## src/rtl/seg7_scan.sv

```systemverilog
// seg7_scan: four-digit multiplexed seven-segment driver.
// Each frame scans digits 0..3. All four BCD digits are captured together
// at frame boundaries, so a counter carry never shows as a torn display.
// Per-digit blinking and leading-zero suppression on the minutes-tens digit
// use live controls. The anode, segment and DP lines are registered and
// active-low.
module seg7_scan #(
   parameter int SCAN_DIV     = 50000,
   parameter int BLINK_FRAMES = 250
) (
   input  logic       CLK,
   input  logic       RST,
   input  logic [2:0] MINH,
   input  logic [3:0] MINL,
   input  logic [2:0] SECH,
   input  logic [3:0] SECL,
   input  logic       LZB,
   input  logic [3:0] BLINK,
   input  logic       DP_EN,
   output logic [3:0] AN,
   output logic [6:0] SEG,
   output logic       DP
);

   localparam int PW = (SCAN_DIV > 1) ? $clog2(SCAN_DIV) : 1;
   localparam int FW = (BLINK_FRAMES > 1) ? $clog2(BLINK_FRAMES) : 1;
   localparam logic [PW-1:0] PCNT_MAX = PW'(SCAN_DIV - 1);
   localparam logic [FW-1:0] FCNT_MAX = FW'(BLINK_FRAMES - 1);

   logic [PW-1:0] pcnt_q, pcnt_d;
   logic [1:0]    idx_q, idx_d;
   logic [FW-1:0] fcnt_q, fcnt_d;
   logic          ph_q, ph_d;
   logic [2:0]    s3_q, s3_d;
   logic [3:0]    s2_q, s2_d;
   logic [2:0]    s1_q, s1_d;
   logic [3:0]    s0_q, s0_d;
   logic [3:0]    an_q, an_d;
   logic [6:0]    seg_q, seg_d;
   logic          dp_q, dp_d;

   logic          tick;
   logic          frame_end;
   logic [3:0]    cur_digit;
   logic          blank;

   // Active-low segment pattern for one BCD digit; non-BCD values show a dash.
   function automatic logic [6:0] decode(input logic [3:0] v);
      logic [6:0] r;
      case (v)
         4'd0:    r = 7'b1000000;
         4'd1:    r = 7'b1111001;
         4'd2:    r = 7'b0100100;
         4'd3:    r = 7'b0110000;
         4'd4:    r = 7'b0011001;
         4'd5:    r = 7'b0010010;
         4'd6:    r = 7'b0000010;
         4'd7:    r = 7'b1111000;
         4'd8:    r = 7'b0000000;
         4'd9:    r = 7'b0010000;
         default: r = 7'b0111111;
      endcase
      return r;
   endfunction

   // Scan timing: prescaler, digit index, frame counter, blink phase, snapshot.
   always_comb begin
      tick      = (pcnt_q == PCNT_MAX);
      frame_end = tick && (idx_q == 2'd3);
      pcnt_d    = tick ? '0 : pcnt_q + 1'b1;
      idx_d     = tick ? idx_q + 2'd1 : idx_q;
      fcnt_d    = fcnt_q;
      ph_d      = ph_q;
      s3_d      = s3_q;
      s2_d      = s2_q;
      s1_d      = s1_q;
      s0_d      = s0_q;
      if (frame_end) begin
         // The snapshot load and the blink toggle land on the same edge as
         // the index wrap, so digit 0 of the new frame sees both at once.
         s3_d = MINH;
         s2_d = MINL;
         s1_d = SECH;
         s0_d = SECL;
         if (fcnt_q == FCNT_MAX) begin
            fcnt_d = '0;
            ph_d   = ~ph_q;
         end else begin
            fcnt_d = fcnt_q + 1'b1;
         end
      end
   end

   // Display for the current slot; only the snapshot feeds the decode.
   always_comb begin
      case (idx_q)
         2'd0:    cur_digit = s0_q;
         2'd1:    cur_digit = {1'b0, s1_q};
         2'd2:    cur_digit = s2_q;
         default: cur_digit = {1'b0, s3_q};
      endcase
      blank = (BLINK[idx_q] && ph_q) ||
              ((idx_q == 2'd3) && LZB && (s3_q == 3'd0));
      an_d  = 4'b1111;
      seg_d = 7'h7F;
      dp_d  = 1'b1;
      if (!blank) begin
         an_d  = ~(4'b0001 << idx_q);
         seg_d = decode(cur_digit);
         dp_d  = !((idx_q == 2'd2) && DP_EN);
      end
   end

   // State and output registers with synchronous reset.
   always_ff @(posedge CLK) begin
      if (RST) begin
         pcnt_q <= '0;
         idx_q  <= 2'd0;
         fcnt_q <= '0;
         ph_q   <= 1'b0;
         s3_q   <= 3'd0;
         s2_q   <= 4'd0;
         s1_q   <= 3'd0;
         s0_q   <= 4'd0;
         an_q   <= 4'b1111;
         seg_q  <= 7'h7F;
         dp_q   <= 1'b1;
      end else begin
         pcnt_q <= pcnt_d;
         idx_q  <= idx_d;
         fcnt_q <= fcnt_d;
         ph_q   <= ph_d;
         s3_q   <= s3_d;
         s2_q   <= s2_d;
         s1_q   <= s1_d;
         s0_q   <= s0_d;
         an_q   <= an_d;
         seg_q  <= seg_d;
         dp_q   <= dp_d;
      end
   end

   assign AN  = an_q;
   assign SEG = seg_q;
   assign DP  = dp_q;

endmodule

```

## config.mk

```make
export PLATFORM = sky130hd
export DESIGN_NAME = seg7_scan
export DESIGN_NICKNAME = d
export VERILOG_FILES = /design/src/rtl/seg7_scan.sv
export SDC_FILE = /design/constraint.sdc
export NUM_CORES = 1
export LEC_CHECK = 0
export ABC_AREA = 1
export BUFFER_PORTS_ARGS = -buffer_cell sky130_fd_sc_hd__buf_2
export CAP_MARGIN = 20
export CORE_MARGIN = 8
export CORE_UTILIZATION = 57
export CTS_BUF_LIST = sky130_fd_sc_hd__clkbuf_16
export CTS_CLUSTER_SIZE = 40
export DETAILED_ROUTE_END_ITERATION = 7
export GPL_ROUTABILITY_DRIVEN = 0
export PLACE_DENSITY = 0.79
export SYNTH_ARGS = -nofsm -noshare
export SYNTH_HDL_FRONTEND = slang
export SYNTH_SLANG_ARGS = --single-unit
export TNS_END_PERCENT = 1
```

## constraint.sdc

```tcl
create_clock -name CLK -period 2.3 [get_ports CLK]
set_input_delay 0.23 -clock CLK [delete_from_list [all_inputs] [get_ports CLK]]
set_output_delay 0.23 -clock CLK [all_outputs]
set_load 0.005 [all_outputs]
```

==> run_results.csv, run 1 <==
group,metric,value,unit
run_status,status,"complete, no violations",
yosys,ys_seq_area_share,40.73,%
pwr,clkPwrFrac,49.2,%
timing,finalHoldViolations,0,
worst_setup_path,critical_path.slowest_cell,"dfxtp_2",
finish,final_common_cell,"nand2_1",
worst_setup_path,max_stage_delay,390,ps
finish,diodes,0,
finish,fillers,372,
worst_setup_path,arrival,2230,ps
yosys,yosysTopAreaCellShare,40.73,%
timing,setup_violations,0,
yosys,synthAdderAreaFrac,5.283,%
yosys,yosys.area_share.simple,34.34,%
global_routing,grtUsageMet3,5.078,%
detailed_routing,viasPerCell,5.143,
global_routing,grt_pass1_vias,2172,
detailed_routing,drt_first_pass_iters,4,
timing,layout_min_cycle_time,2042,ps
pwr,cellInternalPower,0.001580,W
finish,post-route-util,67.95,%
yosys,synth_xor_area_share,2.354,%
finish,fin_nets,426,
global_routing,use_met1,20.15,%
hold_path,hold_path.class,"input pin to register",
pwr,switchingPower,0.0003701,W
global_routing,grt_busiest_layer,"met2",
global_routing,use_met2,26.25,%
worst_setup_path,cpMostUsedCell,"nand2_1",
clock_tree,clkTransAtPathRegs,70,ps
yosys,syn_nets,394,
global_routing,grt_use_total,16.31,%
floorplanning,coreArea,0.004384,mm2
clock_tree,clk_latency,290,ps
clock_tree,cts_buffers,5,
timing,fmax,489.7,MHz
global_routing,grt_max_degree,28,
placed_design,dpl.hpwl,3.924,mm
yosys,synth_mux_area_share,0,%
timing,drv_slew,0,
worst_setup_path,endpoint_kind,"register",
floorplanning,rows,24,
timing,clock_skew,4.259,ps
pwr,peakVddDrop,0.3340,mV
finish,drive_gt1_share,17.51,%
pwr,switching_share,18.98,%
clock_tree,htreeDepth,2,
job,drv_cap,0,
timing,slew_headroom,63.91,%
floorplanning,initial_utilization,59.42,%
detailed_routing,drt_iter0_drc,130,
yosys,netlist_top_cells_area,"dfxtp_1 41%, nand2_1 17%, nor2_1 5.6%",
worst_setup_path,cp_cell_sequence,"inv_1 -> ha_1 -> nand2_1 -> nand2_1 -> o21ai_2 -> inv_1 -> ha_1 -> or2_2 -> nand3_1 -> nand2_1",
worst_setup_path,start_kind,"register",
clock_tree,cts.path.max_buffers,2,
detailed_routing,wl_per_cell,12.39,um
detailed_routing,drt-total-wl,5.525,mm
detailed_routing,drcViolationCount,0,
timing,tightest_slew,541.3,ps
yosys,synth_area,0.002605,mm2
detailed_routing,postRouteAntennaNets,0,
yosys,synth_cells,361,
placed_design,port-buffer-count,33,
pwr,power_frac_comb,3.0,%
yosys,synthDistinctLibCells,35,
floorplanning,io_pins,34,
yosys,ys_warn_count,0,
floorplanning,die-area,0.006990,mm2
floorplanning,fp.dieW,83.61,um
pwr,seqPwrFrac,47.8,%
yosys,yosys.area.top_type,"dfxtp_1",
timing,grt_setup_unrepaired,"no",
global_routing,antenna_found_initial,0,
worst_setup_path,critPathMaxFanout,7,
yosys,synth_compound_area_share,10.23,%
yosys,synth_top_family_by_area,"simple AND/OR/NAND/NOR gates",
timing,fin_tns_setup,0,ps
clock_tree,clock-sinks,53,
clock_tree,cts_tree,"built",
yosys,syn_area_per_cell,7.216,um2
clock_tree,cts-root-buf,"clkbuf_16",
yosys,ys_ff_latch,53,
detailed_routing,vias,2294,
finish,area_growth,14.36,%
pwr,pwr_density_cell,654.6,mW/mm2
worst_setup_path,path_class,"register to register",
global_routing,grt_pass1_wl,9.756,mm
worst_setup_path,cp.required,2490,ps
timing,timing.final.crit_share,88.79,%
pwr,leakagePower,1.238,nW
finish,final_cell_mix,"118 x nand2_1, 52 x dfxtp_1, 39 x nor2_1",
floorplanning,fp.dieH,83.61,um
global_routing,grt_overflow,0,
[critical path: cells and delay by family (launching register included)]
kind | cells | cell delay (ps)
and+or+nand+nor | 5 | 590
adders and majority gates | 2 | 510
DFF | 1 | 390
buffers and inverters | 2 | 220
AOI/OAI and AO/OA | 1 | 220
[registers in the layout, indices dropped and copies added (netlist names)]
name,count
s3_q,3
s1_q,3
pcnt_q,16
DP,1
fcnt_q,8
s0_q,4
ph_q,1
idx_q,2
s2_q,4
AN,4
SEG,7
[metal layers]
| metal | part of all wire (%) | vias to the layer above |
|---|---|---|
| met5 | 0 | - |
| met4 | 0.87 | 0 |
| met3 | 6.3 | 5 |
| met2 | 46 | 47 |
| met1 | 47 | 1040 |
| li1 | - | 1202 |
[cell families (layout without fill, tap and decap cells)]
kind of cell / Yosys count / after routing
AND/OR/NAND/NOR: 202 / 202
flip-flops: 53 / 53
AO/OA/AOI/OAI: 45 / 45
buffers and inverters: 43 / 76
adder cells (fa/ha/maj): 11 / 11
XOR/XNOR: 7 / 7
[through the flow]
stage	instance area (um2)	worst slack [ps]	hold WS [ps]	instances	power (W)
after floorplan	2605	422.1	314.7	361	0.0009824
after global placement	2784	319.5	431.3	438	0.001012
after detailed placement	2784	216.4	427.5	438	0.001013
after CTS	2978	180.5	124.6	446	0.001974
after global routing	2979	50.87	126.7	446	0.002011
final	2979	257.9	134.0	446	0.001950
[worst paths after layout]
kind                  start        end  slack (ps)  cells after the start
setup / recovery   idx_q[0]     SEG[5]         260                     10
hold / removal        DP_EN         DP         130                      2
setup reg to reg   idx_q[0]     SEG[5]         260                     10
hold reg to reg   pcnt_q[0]  pcnt_q[0]         460                      1
[cell usage after synthesis, drive strengths merged]
master and count:
a21oi 35, and3 1, buf 5, clkbuf 3, clkinv 1, dfxtp 53, ha 11, inv 34
nand2 122, nand3 19, nand3b 2, nand4 2, nor2 43, nor3 7, nor3b 1, o21ai 8
o21bai 1, o22ai 1, or2 5, xnor2 2, xor2 5
[repair_timing]
action                                  CTS  global route
hold endpoints to repair                  0             0
gates resized for setup                   0             1
hold buffers                              0             0
setup buffers                             0             0
endpoints found under the setup margin    0             1
[power by group through the flow]
stage / logic [W] / registers, W / clock network [W]
after floorplan: 0.0000278 / 0.000955 / 0
after global placement: 0.0000581 / 0.000954 / 0
after detailed placement: 0.0000589 / 0.000954 / 0
after CTS: 0.0000593 / 0.000933 / 0.000982
after global routing: 0.0000668 / 0.000933 / 0.00101
final: 0.0000585 / 0.000933 / 0.000959
[cell type report]
cell class | instances | area (um2) | share of cell area, %
multi-input combinational | 265 | 1360 | 45.65
sequential | 53 | 1062 | 35.66
timing repair buffer | 33 | 165.2 | 5.544
inverter | 35 | 132.6 | 4.452
clock buffer | 5 | 125.1 | 4.200
clock inverter | 3 | 68.82 | 2.310
tap | 52 | 65.06 | 2.184
Power figures use the tool's default switching activity.
==> run 2: changes to the inputs <==
- clock period: 2.3 -> 2.1 ns (I/O delays scaled with it)
==> run_results.csv, run 2 (synthesis results as in run 1) <==
group,metric,value,unit
clock_tree,ctsHoldBuffers,0,
detailed_routing,drt_iter0_drc,97,
floorplanning,rows,24,
floorplanning,coreArea,0.004384,mm2
global_routing,grt_overflow,0,
pwr,pwr_density_cell,644.2,mW/mm2
worst_setup_path,startpoint,"idx_q[1]",
timing,setup_violations,0,
timing,grt_setup_unrepaired,"no",
timing,layout_min_cycle_time,1885,ps
clock_tree,cts_resized,0,
finish,diodes,0,
timing,fmax,530.5,MHz
detailed_routing,wl_per_cell,12.08,um
hold_path,hold_path.class,"input pin to register",
floorplanning,die-area,0.006990,mm2
clock_tree,cts_setup_buffers,0,
placed_design,port-buffer-count,33,
worst_setup_path,start_kind,"register",
timing,whs,109.5,ps
pwr,leakagePower,1.220,nW
floorplanning,fp.dieW,83.61,um
hold_path,holdCritStartpoint,"DP_EN",
worst_setup_path,reg2reg_from,"idx_q[1]",
placed_design,dpl.hpwl,3.931,mm
detailed_routing,viasPerCell,4.964,
clock_tree,clkTransAtPathRegs,70,ps
worst_setup_path,r2r_slack,220,ps
finish,largest_register_ffs,16,
finish,drive_gt1_share,18.23,%
finish,max_flop_register,"pcnt_q",
finish,final_common_cell,"nand2_1",
pwr,peakVddDrop,0.3912,mV
clock_tree,cts.path.max_buffers,2,
timing,timing.final.crit_share,89.76,%
clock_tree,cts_tree,"built",
global_routing,grt_max_degree,28,
detailed_routing,drt_first_pass_iters,4,
worst_setup_path,arrival,2070,ps
global_routing,grt_pass1_wl,9.473,mm
timing,tightest_slew,544.2,ps
clock_tree,cts-root-buf,"clkbuf_16",
worst_setup_path,cp.required,2290,ps
worst_setup_path,endpoint_kind,"register",
clock_tree,clock-sinks,53,
detailed_routing,postRouteAntennaNets,0,
run_status,status,"complete, no violations",
detailed_routing,drcViolationCount,0,
timing,drv_slew,0,
global_routing,grt_use_total,15.78,%
floorplanning,fp.dieH,83.61,um
placed_design,place_ws,146.8,ps
timing,clock_skew,9.771,ps
finish,final_cell_mix,"118 x nand2_1, 52 x dfxtp_1, 38 x nor2_1",
job,drv_cap,0,
floorplanning,initial_utilization,59.42,%
clock_tree,clk_latency,290,ps
worst_setup_path,critPathMaxFanout,6,
floorplanning,io_pins,34,
timing,slew_headroom,63.72,%
finish,fin_nets,427,
finish,fillers,376,
worst_setup_path,path_class,"register to register",
detailed_routing,vias,2219,
global_routing,antenna_found_initial,0,
clock_tree,cts_buffers,5,
timing,finalHoldViolations,0,
clock_tree,htreeDepth,2,
global_routing,grt_pass1_vias,2130,
timing,fin_tns_setup,0,ps
finish,area_growth,12.97,%
timing,worst_slack,215.1,ps
detailed_routing,drt-total-wl,5.398,mm
[run 2: cell count changes in the layout (fill, tap and decap cells not counted)]
cell,delta
buf_4,+1
bufinv_16,-2
clkinv_2,+1
ha_1,-2
ha_2,+2
inv_1,+1
nor2_1,-1
nor2_2,+1
[run 2: path summary, 6_finish.rpt]
kind	to	depth (start not counted)
worst max-delay path	SEG[5]	9
worst min-delay path	DP	2
worst min register to register	pcnt_q[0]	1
worst max register to register	SEG[5]	9
[run 2: per-stage QoR]
step	cell area, um2	instances	total power [W]	utilization (%)
2_1_floorplan	2605	361	0.001076	-
3_3_place_gp	2791	439	0.001107	63.67
3_5_place_dp	2791	439	0.001109	63.67
4_1_cts	2934	447	0.001906	66.92
5_1_grt	2943	447	0.001950	67.12
6_report	2943	447	0.001896	67.12
[run 2: layer usage]
| metal | GRT usage (%) | share of wire (%) | wire length, um | vias up |
|---|---|---|---|---|
| met5 | 0 | 0 | 0 | - |
| met4 | 4.710 | 0.63 | 34 | 0 |
| met3 | 4.883 | 4.4 | 239 | 4 |
| met2 | 25.47 | 45 | 2441 | 41 |
| met1 | 19.50 | 50 | 2682 | 975 |
| li1 | - | - | - | 1199 |
[run 2: critical path: stages (launching register included)]
cell and delay [ps]:
dfxtp_1 430, ha_1 220, inv_1 90, or2_2 290, o21ai_2 70, inv_1 90
ha_1 190, or2_2 280, nand3_1 70, nand2_1 50
[run 2: report_power, final]
| group | internal [W] | total [W] | switching [W] |
|---|---|---|---|
| sequential | 0.00102 | 0.00102 | 0.00000487 |
| combinational | 0.0000272 | 0.0000637 | 0.0000365 |
| clock | 0.000440 | 0.000811 | 0.000370 |
[run 2: final cells by class]
class,count,area (um2),area share (%)
sequential,53,1062,36.10
inverter,35,132.6,4.507
clock buffer,5,125.1,4.252
clock inverter,3,17.52,0.5952
multi-input combinational,265,1368,46.47
tap,52,65.06,2.211
timing repair buffer,34,172.7,5.867
==> run 3: changes to the inputs <==
- CORE_MARGIN: 8 -> 2
- PLACE_DENSITY: 0.79 -> 0.83
- TNS_END_PERCENT: 1 -> 5
==> run_results.csv, run 3 (synthesis results as in run 1) <==
group,metric,value,unit
run_status,status,"complete, no violations",
worst_setup_path,arrival,2080,ps
worst_setup_path,endpoint_kind,"register",
timing,setup_violations,0,
detailed_routing,viasPerCell,5.011,
global_routing,grt_overflow,0,
hold_path,hold_path.class,"input pin to register",
clock_tree,clkTransAtPathRegs,60,ps
finish,area_growth,12.68,%
timing,clock_skew,4.956,ps
worst_setup_path,path_class,"register to register",
detailed_routing,postRouteAntennaNets,0,
pwr,power_frac_comb,3.3,%
pwr,peakVddDrop,0.3933,mV
hold_path,hold_depth,2,
pwr,switching_share,20.44,%
finish,diodes,0,
clock_tree,htreeDepth,2,
timing,tightest_slew,524.0,ps
pwr,power,0.001854,W
finish,largest_register_ffs,16,
worst_setup_path,cp.required,2280,ps
pwr,clkPwrFrac,41.6,%
clock_tree,cts.path.max_buffers,2,
clock_tree,cts_resized,0,
floorplanning,fp.dieH,71.61,um
floorplanning,coreArea,0.004384,mm2
finish,max_flop_register,"pcnt_q",
global_routing,grt_max_degree,28,
floorplanning,die-area,0.005127,mm2
timing,whs,121.1,ps
finish,final_common_cell,"nand2_1",
clock_tree,clock-sinks,53,
placed_design,port-buffer-count,33,
worst_setup_path,reg2reg_from,"idx_q[1]",
floorplanning,initial_utilization,59.42,%
clock_tree,cts_buffers,5,
clock_tree,cts-root-buf,"clkbuf_16",
worst_setup_path,startpoint,"idx_q[1]",
timing,timing.final.crit_share,90.51,%
finish,fin_nets,427,
pwr,leakagePower,1.215,nW
pwr,seqPwrFrac,55.1,%
detailed_routing,drt-total-wl,4.978,mm
detailed_routing,drt_first_pass_iters,4,
global_routing,grt_use_total,21.20,%
worst_setup_path,rr_worst_depth,10,
worst_setup_path,critPathMaxFanout,6,
job,drv_cap,0,
pwr,pwr_density_cell,631.8,mW/mm2
finish,drive_gt1_share,17.72,%
timing,finalHoldViolations,0,
detailed_routing,drt_iter0_drc,166,
placed_design,dpl.hpwl,3.611,mm
global_routing,antenna_found_initial,0,
clock_tree,clk_latency,290,ps
timing,grt_setup_unrepaired,"no",
floorplanning,io_pins,34,
pwr,cellInternalPower,0.001475,W
global_routing,grt_pass1_wl,8.714,mm
global_routing,grt_pass1_vias,2062,
finish,fillers,363,
hold_path,holdCritStartpoint,"DP_EN",
timing,drv_slew,0,
finish,final_cell_mix,"118 x nand2_1, 52 x dfxtp_1, 38 x nor2_1",
timing,slew_headroom,65.06,%
floorplanning,fp.dieW,71.61,um
timing,fin_tns_setup,0,ps
floorplanning,rows,24,
clock_tree,cts_setup_buffers,0,
detailed_routing,drcViolationCount,0,
timing,layout_min_cycle_time,1901,ps
clock_tree,cts_tree,"built",
timing,fmax,526.1,MHz
clock_tree,ctsHoldBuffers,0,
detailed_routing,wl_per_cell,11.14,um
worst_setup_path,start_kind,"register",
pwr,switchingPower,0.0003790,W
detailed_routing,vias,2240,
==> run 3: changes by cell type in the layout (fill, tap and decap cells not counted), sizes merged <==
cell    change
inv         -2
clkinv      +2
==> run 3: worst max-delay path, stage by stage (launching register included) <==
cell and delay [ps]:
dfxtp_1 430, inv_1 120, ha_1 250, nand2_1 100, nand2_1 70, o21ai_2 150
inv_1 90, ha_1 200, or2_2 290, nand3_1 60, nand2_1 50
==> run 3: worst paths after layout <==
check,end,slack [ps]
max,SEG[5],200
min,DP,120
min reg2reg,pcnt_q[0],450
max reg2reg,SEG[5],200
==> run 3: cell type report <==
type,instances,area (um2),share of cell area [%]
Clock buffer,5,125.1,4.263
Sequential cell,53,1062,36.19
Tap cell,52,65.06,2.217
Multi-Input combinational cell,265,1365,46.50
Timing Repair Buffer,34,172.7,5.882
Inverter,35,132.6,4.518
Clock inverter,3,12.51,0.4263
==> run 3: power by group through the flow <==
stage | clock [W] | combinational [W] | sequential, W
2_1_floorplan | 0 | 0.0000305 | 0.00105
3_3_place_gp | 0 | 0.0000619 | 0.00104
3_5_place_dp | 0 | 0.0000618 | 0.00104
4_1_cts | 0.000784 | 0.0000625 | 0.00102
5_1_grt | 0.000820 | 0.0000709 | 0.00102
6_report | 0.000771 | 0.0000620 | 0.00102
==> run 3: layer usage <==
| layer | track usage, % | routed length, um | up-vias |
|---|---|---|---|
| li1 | - | - | 1200 |
| met3 | 4.501 | 284 | 8 |
| met1 | 28.18 | 2325 | 971 |
| met4 | 8.805 | 88 | 0 |
| met2 | 33.64 | 2278 | 61 |
| met5 | 0 | 0 | - |
==> run 3: per-stage QoR <==
step | utilization (%) | setup WS, ps | cell area, um2 | std cells
finish | 66.95 | 199.3 | 2935 | 447
global route | 66.95 | 21.71 | 2935 | 447
CTS | 66.81 | 99.48 | 2929 | 447
detailed placement | 63.67 | 121.6 | 2791 | 439
global placement | 63.67 | 252.8 | 2791 | 439
floorplan | - | 222.1 | 2605 | 361
